File: config.mk
export PLATFORM = sky130hd
export DESIGN_NAME = text_overlay_renderer
export DESIGN_NICKNAME = d
export VERILOG_FILES = /design/src/rtl/text_overlay_renderer.sv
export SDC_FILE = /design/constraint.sdc
export NUM_CORES = 1
export LEC_CHECK = 0
export BUFFER_PORTS_ARGS = -buffer_cell sky130_fd_sc_hd__buf_2
export CAP_MARGIN = 20
export CORE_MARGIN = 1.5
export CORE_UTILIZATION = 53
export DETAILED_ROUTE_END_ITERATION = 7
export PLACE_DENSITY = 0.78
export SLEW_MARGIN = 40
export SYNTH_ARGS = -nofsm -noshare
export SYNTH_HDL_FRONTEND = slang
export SYNTH_SLANG_ARGS = --single-unit
File: constraint.sdc
create_clock -name clk -period 2.1 [get_ports clk]
set_input_delay 0.315 -clock clk [delete_from_list [all_inputs] [get_ports clk]]
set_output_delay 0.315 -clock clk [all_outputs]
set_load 0.02 [all_outputs]
File: src/rtl/text_overlay_renderer.sv
// Text overlay: maps VGA pixel coordinates onto an NCHARS-character box, drives the glyph ROM
// and registers RGB with matched sync delay. Optional blinking text under macro TEXT_BLINK_EN.
module text_overlay_renderer #(
  parameter logic [9:0] X0       = 10'd288,
  parameter logic [9:0] Y0       = 10'd224,
  parameter int         NCHARS   = 6,
  parameter logic [9:0] V_ACTIVE = 10'd480,
  parameter logic [7:0] FG_COLOR = 8'hFF,
  parameter logic [7:0] BG_COLOR = 8'h00
`ifdef TEXT_BLINK_EN
  ,
  parameter int         BLINK_FRAMES = 30
`endif
) (
  input  logic       clk,
  input  logic       reset,
  input  logic [9:0] pixel_x,
  input  logic [9:0] pixel_y,
  input  logic       video_on,
  input  logic       hsync_in,
  input  logic       vsync_in,
  input  logic       char_wr_en,
  input  logic [2:0] char_wr_idx,
  input  logic [2:0] char_wr_code,
  input  logic       update_req,
  output logic       update_pending,
  output logic       update_done,
  output logic [2:0] character_select,
  output logic [3:0] rom_addr,
  output logic [2:0] rom_col,
  input  logic       rom_bit,
  output logic [7:0] rgb,
  output logic       hsync_out,
  output logic       vsync_out
);

  localparam logic [10:0] X_END    = {1'b0, X0} + 11'(8 * NCHARS);
  localparam logic [10:0] Y_END    = {1'b0, Y0} + 11'd16;
  localparam logic [3:0]  NCHARS_W = 4'(NCHARS);

  logic [2:0] active [0:7];
  logic [2:0] shadow [0:7];

  logic       in_box;
  logic [5:0] dx_low;
  logic [3:0] dy_low;
  logic       boundary;
  logic       show;

  logic       in_box_s1;
  logic [2:0] idx_s1;
  logic [3:0] row_s1;
  logic [2:0] col_s1;
  logic       video_on_s1;
  logic       hsync_s1;
  logic       vsync_s1;

  function automatic logic [2:0] reset_code(input logic [2:0] idx);
    logic [2:0] code;
    case (idx)
      3'd0:    code = 3'd1;
      3'd1:    code = 3'd2;
      3'd2:    code = 3'd3;
      3'd3:    code = 3'd0;
      3'd4:    code = 3'd4;
      3'd5:    code = 3'd5;
      default: code = 3'd0;
    endcase
    return code;
  endfunction

  // Only the low offset bits are ever used, and they do not depend on the upper coordinate bits.
  always_comb begin
    in_box   = ({1'b0, pixel_x} >= {1'b0, X0}) && ({1'b0, pixel_x} < X_END) &&
               ({1'b0, pixel_y} >= {1'b0, Y0}) && ({1'b0, pixel_y} < Y_END);
    dx_low   = pixel_x[5:0] - X0[5:0];
    dy_low   = pixel_y[3:0] - Y0[3:0];
    boundary = (pixel_y == V_ACTIVE) && (pixel_x == 10'd0);
  end

  // Stage 1: box decode and glyph coordinates.
  always_ff @(posedge clk) begin
    if (reset) begin
      in_box_s1   <= 1'b0;
      idx_s1      <= 3'd0;
      row_s1      <= 4'd0;
      col_s1      <= 3'd0;
      video_on_s1 <= 1'b0;
      hsync_s1    <= 1'b1;
      vsync_s1    <= 1'b1;
    end else begin
      in_box_s1   <= in_box;
      video_on_s1 <= video_on;
      hsync_s1    <= hsync_in;
      vsync_s1    <= vsync_in;
      if (in_box) begin
        idx_s1 <= dx_low[5:3];
        row_s1 <= dy_low;
        col_s1 <= ~dx_low[2:0];
      end else begin
        idx_s1 <= 3'd0;
        row_s1 <= 4'd0;
        col_s1 <= 3'd0;
      end
    end
  end

  // Glyph ROM address drive.
  always_comb begin
    if (in_box_s1) begin
      character_select = active[idx_s1];
    end else begin
      character_select = 3'd0;
    end
    rom_addr = row_s1;
    rom_col  = col_s1;
  end

  // Stage 2: colour and sync outputs.
  always_ff @(posedge clk) begin
    if (reset) begin
      rgb       <= 8'h00;
      hsync_out <= 1'b1;
      vsync_out <= 1'b1;
    end else begin
      hsync_out <= hsync_s1;
      vsync_out <= vsync_s1;
      if (!video_on_s1) begin
        rgb <= 8'h00;
      end else if (in_box_s1 && rom_bit && show) begin
        rgb <= FG_COLOR;
      end else begin
        rgb <= BG_COLOR;
      end
    end
  end

  // Shadow buffer writes; out-of-range indices are dropped.
  always_ff @(posedge clk) begin
    if (reset) begin
      for (int i = 0; i < 8; i++) begin
        shadow[i] <= reset_code(3'(i));
      end
    end else if (char_wr_en && ({1'b0, char_wr_idx} < NCHARS_W)) begin
      shadow[char_wr_idx] <= char_wr_code;
    end
  end

  // Active buffer only changes at a frame boundary, from the pre-edge shadow contents.
  always_ff @(posedge clk) begin
    if (reset) begin
      for (int i = 0; i < 8; i++) begin
        active[i] <= reset_code(3'(i));
      end
    end else if (update_pending && boundary) begin
      for (int i = 0; i < 8; i++) begin
        active[i] <= shadow[i];
      end
    end
  end

  // Update request queueing and completion pulse.
  always_ff @(posedge clk) begin
    if (reset) begin
      update_pending <= 1'b0;
      update_done    <= 1'b0;
    end else begin
      update_pending <= update_req | (update_pending & ~boundary);
      update_done    <= update_pending & boundary;
    end
  end

`ifdef TEXT_BLINK_EN
  logic [5:0] frame_cnt;

  // Frame counter toggles text visibility every BLINK_FRAMES frames.
  always_ff @(posedge clk) begin
    if (reset) begin
      frame_cnt <= 6'd0;
      show      <= 1'b1;
    end else if (boundary) begin
      if (frame_cnt == 6'(BLINK_FRAMES - 1)) begin
        frame_cnt <= 6'd0;
        show      <= ~show;
      end else begin
        frame_cnt <= frame_cnt + 6'd1;
      end
    end
  end
`else
  assign show = 1'b1;
`endif

endmodule
; Yosys cells after proc, flatten, opt, wreduce, memory -nomap -nowiden
; Memories as Yosys holds them, arrays and structs flattened. A register that Yosys moved wholly into a read port is not among the register bits.
; Index checks and enable logic that the tools add are counted.
[word_totals]
reg_bits = 23
ram_bits = 48
inputBits = 34
out_inout_bits = 22
elab_cells = 74
memories = 2
[mem_list]
columns = name, words, width, read_ports, rd_ports_with_merged_regs, write_ports, line_no
row1 = active, 8, 3, 1, 1, 8, 41  ; logic [2:0] active [0:7];
row2 = shadow, 8, 3, 8, 0, 8, 42  ; logic [2:0] shadow [0:7];
[classes]
addsub = 1
n_lt_le_gt_ge = 5
n_eq_ne = 1
n_mux = 28
bitwise_logic = 15
reduce_logical = 11
[ops]
columns = cell, count
row1 = 3-bit 2-to-1 mux, 18
row2 = 10-bit by 9-bit equality test with 1-bit output (second input constant), 1
row3 = 10-bit by 8-bit greater-or-equal comparator with 1-bit output (second input constant), 1
row4 = 10-bit by 9-bit greater-or-equal comparator with 1-bit output (second input constant), 1
row5 = 10-bit logical NOT, 1
row6 = 10-bit by 8-bit < comparator with 1-bit output (second input constant), 1
row7 = 10-bit by 9-bit < comparator with 1-bit output (second input constant), 1
row8 = 1-bit 2-to-1 mux, 9
row9 = 1-bit bitwise OR, 9
row10 = 8-bit 2-to-1 mux, 1
row11 = 1-bit logical AND, 7
row12 = 6-bit subtractor (second input constant), 1
row13 = 2-bit OR reduction, 2
row14 = 3-bit < comparator (second input constant), 1
row15 = 1-bit inverter, 3
row16 = 3-bit inverter, 1
row17 = 3-bit OR reduction, 1
row18 = 1-bit bitwise AND, 2

; Logic depth before layout (Yosys ltp)
; Gate-level depths: netlist of run 1.
[logic_depth]
depth_word = 7
depth_mapped = 6
ltp_nobuf = 5

; Worst setup path after synthesis of run 1
; Ideal clock, no wire load.
[synth_timing]
kind = in2reg
startpoint = input port pixel_y[9]
endpoint = memory active[0][0] (enable)
setup_time_ns = 0.366
arrival_ns = 1.579
required_time_ns = 1.734
slack_ns = 0.155
cell_stages = 3
n_path_buf = 0
cell_sequence = or4b_1 and4bb_1 a31o_2
[synth_rtl]
columns = item, line_no
row1 = start: declaration, 18  ; input logic [9:0] pixel_y,
row2 = end: declaration, 41

==> results of run 1 <==
[layer usage]
layer	track usage [%]	vias up	share of wire, %	wire (um)
met5	0	-	0	0
met4	8.64	0	2.6	110
met3	6.50	13	5.4	227
met2	28.4	50	49	2070
li1	-	765	-	-
met1	20.7	706	43	1790
[path summary, 6_finish.rpt]
check,endpoint
setup reg to reg,active[4][1]$_SDFFCE_PN0P_
hold / removal,rom_col[1]$_SDFF_PP0_
hold reg to reg,hsync_out$_SDFF_PP1_
setup / recovery,character_select[0]
[final cells by class]
type                    instances  area, um^2  area share, %
flip-flops and latches         67        1830           56.4
multi-input cells             106         766           23.7
repair buffers                 58         323           9.98
clock buffers                  10         138           4.25
clock inverters                 6        88.8           2.75
well taps                      67        83.8           2.59
inverters                       3        11.3          0.348
[cell families (layout without fill, tap and decap cells)]
kind of cell	Yosys count	after routing	share of synthesized area [%]
buffers and inverters	17	77	3.80
AOI/OAI and AO/OA	7	7	2.20
DFF	67	67	68.2
and+or+nand+nor	87	87	20.6
muxes	6	6	5.06
other	1	6	0.140
[what timing repair did]
| action | 4_1_cts | 5_1_grt |
|---|---|---|
| setup endpoints to repair | 3 | 3 |
| hold buffers | 0 | 0 |
| resized for setup | 1 | 1 |
[through the flow]
step / worst slack (ns) / area (um^2)
after floorplan: 0.155 / 2690
after global placement: 0.143 / 3010
after detailed placement: 0.0711 / 3010
after CTS: 0.0252 / 3230
after global routing: 0.0554 / 3240
final: 0.112 / 3240
[layout by cell type, fill, tap and decap left out, types with 3 or more instances in the layout]
master / synthesis / layout
conb_1: 1 / 6
or2_2: 11 / 11
dfxtp_1: 19 / 18
nor4_1: 3 / 3
nor2b_1: 9 / 9
buf_2: 0 / 55
edfxtp_1: 48 / 48
inv_1: 3 / 3
a22o_1: 3 / 3
clkbuf_8: 0 / 10
mux4_2: 6 / 6
nor2_1: 10 / 10
nand2b_1: 11 / 11
and2_1: 26 / 26
[sequential cells by signal (all words and copies together), names as in the netlist, named ones only]
name	cells
hsync_s1	1
vsync_out	1
hsync_out	1
active	24
update_done	1
rgb	1
vsync_s1	1
update_pending	1
in_box_s1	1
video_on_s1	1
shadow	24
rom_addr	4
rom_col	3
[power breakdown]
group / switching (mW) / internal (mW) / total [mW] / leakage, nW
Combinational: 0.0604 / 0.0576 / 0.118 / 0.554
Clock: 0.472 / 0.700 / 1.17 / 0.108
Sequential: 0.0127 / 1.47 / 1.48 / 0.613
Total: 0.545 / 2.22 / 2.77 / 1.28
==> out/results.ini, run 1 <==
[setup_path]
timing.rr.start=update_pending$_SDFF_PP0_
max_stage_delay_ns=0.53
r2r_slack_ns=0.97
crit_type=flop to primary output
cp_num_cells=3
arrival_ns=1.67
cp.required_ns=1.78
ff2ff_path_depth=3
critPathTopFamily=multiplexers
critPathSlowestCell=mux4_2
path_cells=mux4_2 -> a22o_1 -> buf_2
endpoint_kind=primary output
start_kind=flop
cp_num_buf_inv=1
cp_max_fo=6

[die]
initial_utilization_pct=55.8
ioPinCount=56
die_x_um=74.0
coreArea_um2=4790
die_y_um=74.0
rows=25
dieArea_um2=5470

[clock_tree]
cts_setup_buffers=0
ctsRootBufferMaster=clkbuf_8
cts.sinks=67
cts_max_path_buffers=2
cts-htree-levels=3
cts_buffers=9
path_clk_slew_ns=0.07
clock_latency_ns=0.34
cts_tree=yes

[timing]
drv_slew=0
finalCritPeriodShare_pct=94.7
finalSetupViolations=0
clock.fmax_mhz=503
finalHoldViolations=0
clock-skew-final_ns=0.00664
rsz0062_at_grt=no
tns_ns=0
hold_ws_ns=0.145
min_period_ns=1.99

[synthesis]
synth_top_area_cell=edfxtp_1
syn_area_um2=2670
yosysMostFrequentCell=edfxtp_1
ys_types=29
synth_edf_count=48
async_flop_share_pct=0
ys_seq_area_share_pct=68.2
yosys_warnings=0
ys.flop_type=edfxtp_1
synth_top_area_share_pct=54.0
synthTopCellsByArea=edfxtp_1, dfxtp_1, and2_1
synth_cells=185
ys_seq_elements=67
avgSynthCellArea_um2=14.4
synth_common_cells=edfxtp_1, and2_1, dfxtp_1

[routing]
vias=1534
drc_errors=0
drt-initial-drc-count=87
routed_wl_um=4190
ant_nets=0
drtPass1Iterations=4
wl_per_cell_um=13.2
viasPerCell=4.84

[power]
ir_drop_uv=427
p_leak_nw=1.28
total_power_mw=2.77
p_per_area_nw_per_um2=856

[finish]
drive_gt1_share_pct=38.8
area_growth_pct=21.2
nets=279
n_antenna_cell=0
final_util_pct=67.6
fill_cells=363
fin_cells=317

[placed_design]
dp_cells=301
place_congestion=0.804
io_buffers=55
hpwl_um=2950

[global_routing]
antenna_found_initial=0
grt_pass1_vias=1525
gr-usage-all-layers_pct=17.5
grt_pass1_wl_um=6890
grt_max_degree=30
grt_overflow_total=0

[worst_hold_path]
hp-start=pixel_x[1]
hold_depth=2
worstHoldPathType=input pin to flop

[flow_run]
maxCapViolations=0

[run_status]
status=complete, no violations

No activity file was read; power rests on OpenSTA's default activity.
==> run 2, diff against run 1 <==
--- a/config.mk
+++ b/config.mk
@@ -7,6 +7,7 @@
 export LEC_CHECK = 0
 export BUFFER_PORTS_ARGS = -buffer_cell sky130_fd_sc_hd__buf_2
 export CAP_MARGIN = 20
+export CORE_ASPECT_RATIO = 0.8
 export CORE_MARGIN = 1.5
 export CORE_UTILIZATION = 53
 export DETAILED_ROUTE_END_ITERATION = 7
==> run 2 against run 1 <==
Net effect:
- first-iteration DRC count is 24% lower
- clock power fell by 6%
- die area barely moved
- sequential share of layout area grew 0.48 points
- critical path type unchanged
- total power down 2.5%
- register-to-register slack barely moved
- critical endpoint is now character_select[2]
==> out/results.ini, run 2 (synthesized netlist as in run 1, its figures left out) <==
[run_status]
status=complete, no violations

[finish]
drive_gt1_share_pct=37.6
final_common_cell=buf_2
area_growth_pct=20.2
mostFrequentLayoutCells=buf_2, edfxtp_1, and2_1
fin_cells=310
final_util_pct=68.2
n_antenna_cell=0
nets=279

[setup_path]
endpoint_kind=primary output
cp_max_fo=6
arrival_ns=1.68
r2r_slack_ns=0.98
cp.required_ns=1.78
path_cells=mux4_2 -> a22o_1 -> buf_2
crit_type=flop to primary output
timing.rr.start=update_pending$_SDFF_PP0_
max_stage_delay_ns=0.53
ff2ff_path_depth=3
cp-endpoint=character_select[2]
reg2reg_to=active[4][1]$_SDFFCE_PN0P_
critPathSlowestCell=mux4_2
start_kind=flop

[global_routing]
gr-usage-all-layers_pct=16.5
grt_pass1_wl_um=6150
grt_pass1_vias=1394
grt_overflow_total=0
antenna_found_initial=0
grt_max_degree=30

[routing]
drc_errors=0
drt-initial-drc-count=66
viasPerCell=4.93
ant_nets=0
routed_wl_um=3830
wl_per_cell_um=12.4
vias=1528
drtPass1Iterations=5

[timing]
clock.fmax_mhz=501
finalCritPeriodShare_pct=95.0
clock-skew-final_ns=0.00942
finalHoldViolations=0
tns_ns=0
finalSetupViolations=0
min_period_ns=2.00
hold_ws_ns=0.136
drv_slew=0
rsz0062_at_grt=no

[worst_hold_path]
worstHoldPathType=input pin to flop

[power]
ir_drop_uv=487
p_leak_nw=1.27
p_clk_share_pct=40.9
p_sw_mw=0.518
p_seq_share_pct=54.8
p_int_mw=2.18
switching_share_pct=19.2
p_per_area_nw_per_um2=842
combPwrFrac_pct=4.3
total_power_mw=2.70

[clock_tree]
clock_latency_ns=0.34
cts.sinks=67
cts_tree=yes
cts_hold_buf=0
cts_max_path_buffers=2
path_clk_slew_ns=0.07
ctsRootBufferMaster=clkbuf_8
cts-htree-levels=3
cts_buffers=9

[placed_design]
place_congestion=0.760
dp_cells=294
hpwl_um=2750
io_buffers=55

[die]
rows=22
ioPinCount=56
coreArea_um2=4710
die_y_um=66.5
dieArea_um2=5480
initial_utilization_pct=56.7
die_x_um=82.4

[flow_run]
maxCapViolations=0

==> run 2: cell types whose count changed in the layout (fill, tap and decap cells not counted), sizes merged <==
cell,before,now
clkinvlp,2,1
clkinv,2,3
==> run 2: worst min-delay path by stage <==
stage | start | endpoint | slack, ns | cells past startpoint
floorplan | pixel_x[5] | flop | 0.39 | 1
global placement | hsync_s1$_SDFF_PP1_ | hsync_out$_SDFF_PP1_ | 0.40 | 1
detailed placement | hsync_s1$_SDFF_PP1_ | hsync_out$_SDFF_PP1_ | 0.40 | 1
CTS | pixel_x[2] | rom_col[2]$_SDFF_PP0_ | 0.12 | 2
global route | pixel_x[1] | rom_col[1]$_SDFF_PP0_ | 0.12 | 2
finish | pixel_x[2] | rom_col[2]$_SDFF_PP0_ | 0.14 | 2
==> run 2: area by class of cell <==
cell class,count,area (um^2)
clock buffers,10,128
clock inverters,6,80.1
fillers,330,1500
inverters,3,11.3
multi-input cells,106,766
flip-flops and latches,67,1830
well taps,60,75.1
repair buffers,58,323
==> run 2: per-layer routing <==
| layer | global-route usage, % | share of wire [%] | up-vias |
|---|---|---|---|
| li1 | - | - | 765 |
| met1 | 19.3 | 46 | 698 |
| met2 | 25.2 | 45 | 59 |
| met3 | 7.40 | 7.3 | 6 |
| met4 | 8.90 | 1.1 | 0 |
| met5 | 0 | 0 | - |
==> run 2: worst max-delay path, delay by kind of cell (launching register included) <==
kind                   cells  cell delay [ns]
multiplexers               1             0.53
buffers and inverters      1             0.15
flip-flops                 1             0.42
AO/OA/AOI/OAI              1             0.24
==> run 2: stage by stage <==
stage | setup WS, ns | instance area, um^2
finish | 0.105 | 3210
global route | 0.0219 | 3210
CTS | 0.00598 | 3210
detailed placement | 0.0712 | 3000
global placement | 0.136 | 3000
floorplan | 0.155 | 2690
==> run 2: timing repair <==
action	4_1_cts	5_1_grt
endpoints found under the setup margin	3	3
setup buffers	0	0
gates resized for setup	1	1
pin swaps	0	0
==> run 2: power by group through the flow <==
stage               Sequential [mW]  Combinational (mW)  Clock [mW]
floorplan                      1.51              0.0567           0
global placement               1.51               0.116           0
detailed placement             1.51               0.117           0
CTS                            1.48               0.118        1.13
global route                   1.48               0.130        1.18
finish                         1.48               0.117        1.10
==> run 3, diff against run 2 <==
==> constraint.sdc (replaced) <==
create_clock -name clk -period 2.1 [get_ports clk]
set_input_delay 0 -clock clk [delete_from_list [all_inputs] [get_ports clk]]
set_output_delay 0 -clock clk [all_outputs]
set_load 0.02 [all_outputs]
==> run 3 against run 2 <==
Net effect:
- combinational power rose by 24%
- die area did not move
- sequential power barely moved
- clock skew fell by 0.0039 ns
- core utilization rose by 3.9 points
- wire length rose by 13%
- design area rose by 5.7%
- fmax rose by 6.5%
- first-iteration DRC count rose by 45%
- final cell count rose by 5.8%
- global-route usage rose by 2.2 points
- critical path type unchanged
==> out/results.ini, run 3 (synthesized netlist as in run 1, its figures left out) <==
[timing]
finalHoldViolations=0
tns_ns=0
fin_ws_ns=0.225
rsz0062_at_grt=no
clock.fmax_mhz=533
finalCritPeriodShare_pct=89.3
finalSetupViolations=0
min_period_ns=1.87
clock-skew-final_ns=0.00553
drv_slew=0
hold_ws_ns=0.0313

[global_routing]
grt_pass1_wl_um=6940
grt_pass1_vias=1559
grt_overflow_total=0
gr-usage-all-layers_pct=18.6
grt_max_degree=30
antenna_found_initial=0
grt_util_met1_pct=21.6
use_met3_pct=6.99
met2_usage_pct=29.6
busiest_layer=met2

[worst_hold_path]
hp-start=char_wr_idx[1]
hold_depth=2
min_to=shadow[0][2]$_SDFFCE_PN0P_
worstHoldPathType=input pin to flop

[setup_path]
ff2ff_path_depth=3
path_cells=mux4_2 -> a22o_1 -> buf_2
start_kind=flop
max_stage_delay_ns=0.57
timing.rr.start=update_pending$_SDFF_PP0_
cp_num_buf_inv=1
r2r_slack_ns=0.99
critPathTopFamily=flip-flops
cp.required_ns=2.10
reg2reg_to=active[1][2]$_SDFFCE_PN0P_
crit_type=flop to primary output
arrival_ns=1.87
endpoint_kind=primary output
critPathSlowestCell=dfxtp_1
cp_max_fo=6

[clock_tree]
cts_tree=yes
cts_max_path_buffers=2
cts.sinks=67
cts_hold_buf=18
cts_buffers=9
cts_setup_buffers=0
clock_latency_ns=0.33
cts_resized=0
cts-htree-levels=3
path_clk_slew_ns=0.07
ctsRootBufferMaster=clkbuf_8

[run_status]
status=complete, no violations

[routing]
wl_per_cell_um=13.2
drc_errors=0
drt-initial-drc-count=96
ant_nets=0
vias=1601
drtPass1Iterations=4
viasPerCell=4.88
routed_wl_um=4330

[power]
p_leak_nw=1.35
ir_drop_uv=547
p_per_area_nw_per_um2=823

[die]
ioPinCount=56
die_y_um=66.5
initial_utilization_pct=56.7
rows=22
dieArea_um2=5480
die_x_um=82.4
coreArea_um2=4710

[finish]
nets=297
drive_gt1_share_pct=35.8
regArea_um2=1820
n_antenna_cell=0
mostFrequentLayoutCells=buf_2, edfxtp_1, and2_1
multi_input_area_um2=766
area_growth_pct=27.0
fill_cells=302
final_common_cell=buf_2

[placed_design]
io_buffers=55
hpwl_um=2780
place_congestion=0.734
place_ws_ns=0.412

[flow_run]
maxCapViolations=0

[run 3: worst reg2reg max path, cell delays in order (launching register included)]
cell and delay [ns]:
dfxtp_1 0.33, and4b_1 0.17, buf_4 0.18, and2_1 0.18
[run 3: power breakdown]
group / switching [mW] / internal [mW]
Clock: 0.466 / 0.700
Combinational: 0.0650 / 0.0795
Sequential: 0.0139 / 1.47
Total: 0.545 / 2.25
[run 3: area by class of cell]
type,instances,area share [%]
clock inverter,6,2.62
inverter,3,0.332
tap,60,2.21
sequential,67,53.7
timing repair buffer,76,14.5
clock buffer,10,4.06
multi-input combinational,106,22.6
[run 3: stage by stage]
step	power [mW]	cell area (um^2)	util [%]	cells
after global routing	2.89	3390	72.0	328
after floorplan	1.56	2690	-	190
final	2.79	3390	72.0	328
after CTS	2.81	3390	72.0	328
after global placement	1.63	2980	63.4	294
after detailed placement	1.63	2980	63.4	294
[run 3: how the worst max path moves through the flow]
stage / start / endpoint / slack (ns) / cells past startpoint
after floorplan: pixel_y[9] / active[0][0]$_SDFFCE_PN1P_ / 0.47 / 3
after global placement: pixel_y[9] / active[4][2]$_SDFFCE_PN1P_ / 0.45 / 6
after detailed placement: char_wr_idx[0] / shadow[2][0]$_SDFFCE_PN1P_ / 0.41 / 4
after CTS: flop / character_select[0] / 0.17 / 3
after global routing: flop / character_select[0] / 0.11 / 3
final: flop / character_select[0] / 0.23 / 3
[run 3: per-layer routing]
metal	part of all wire, %	routed length [um]
met5	0	0
met1	44	1920
met2	47	2040
met4	2.8	122
met3	5.7	246
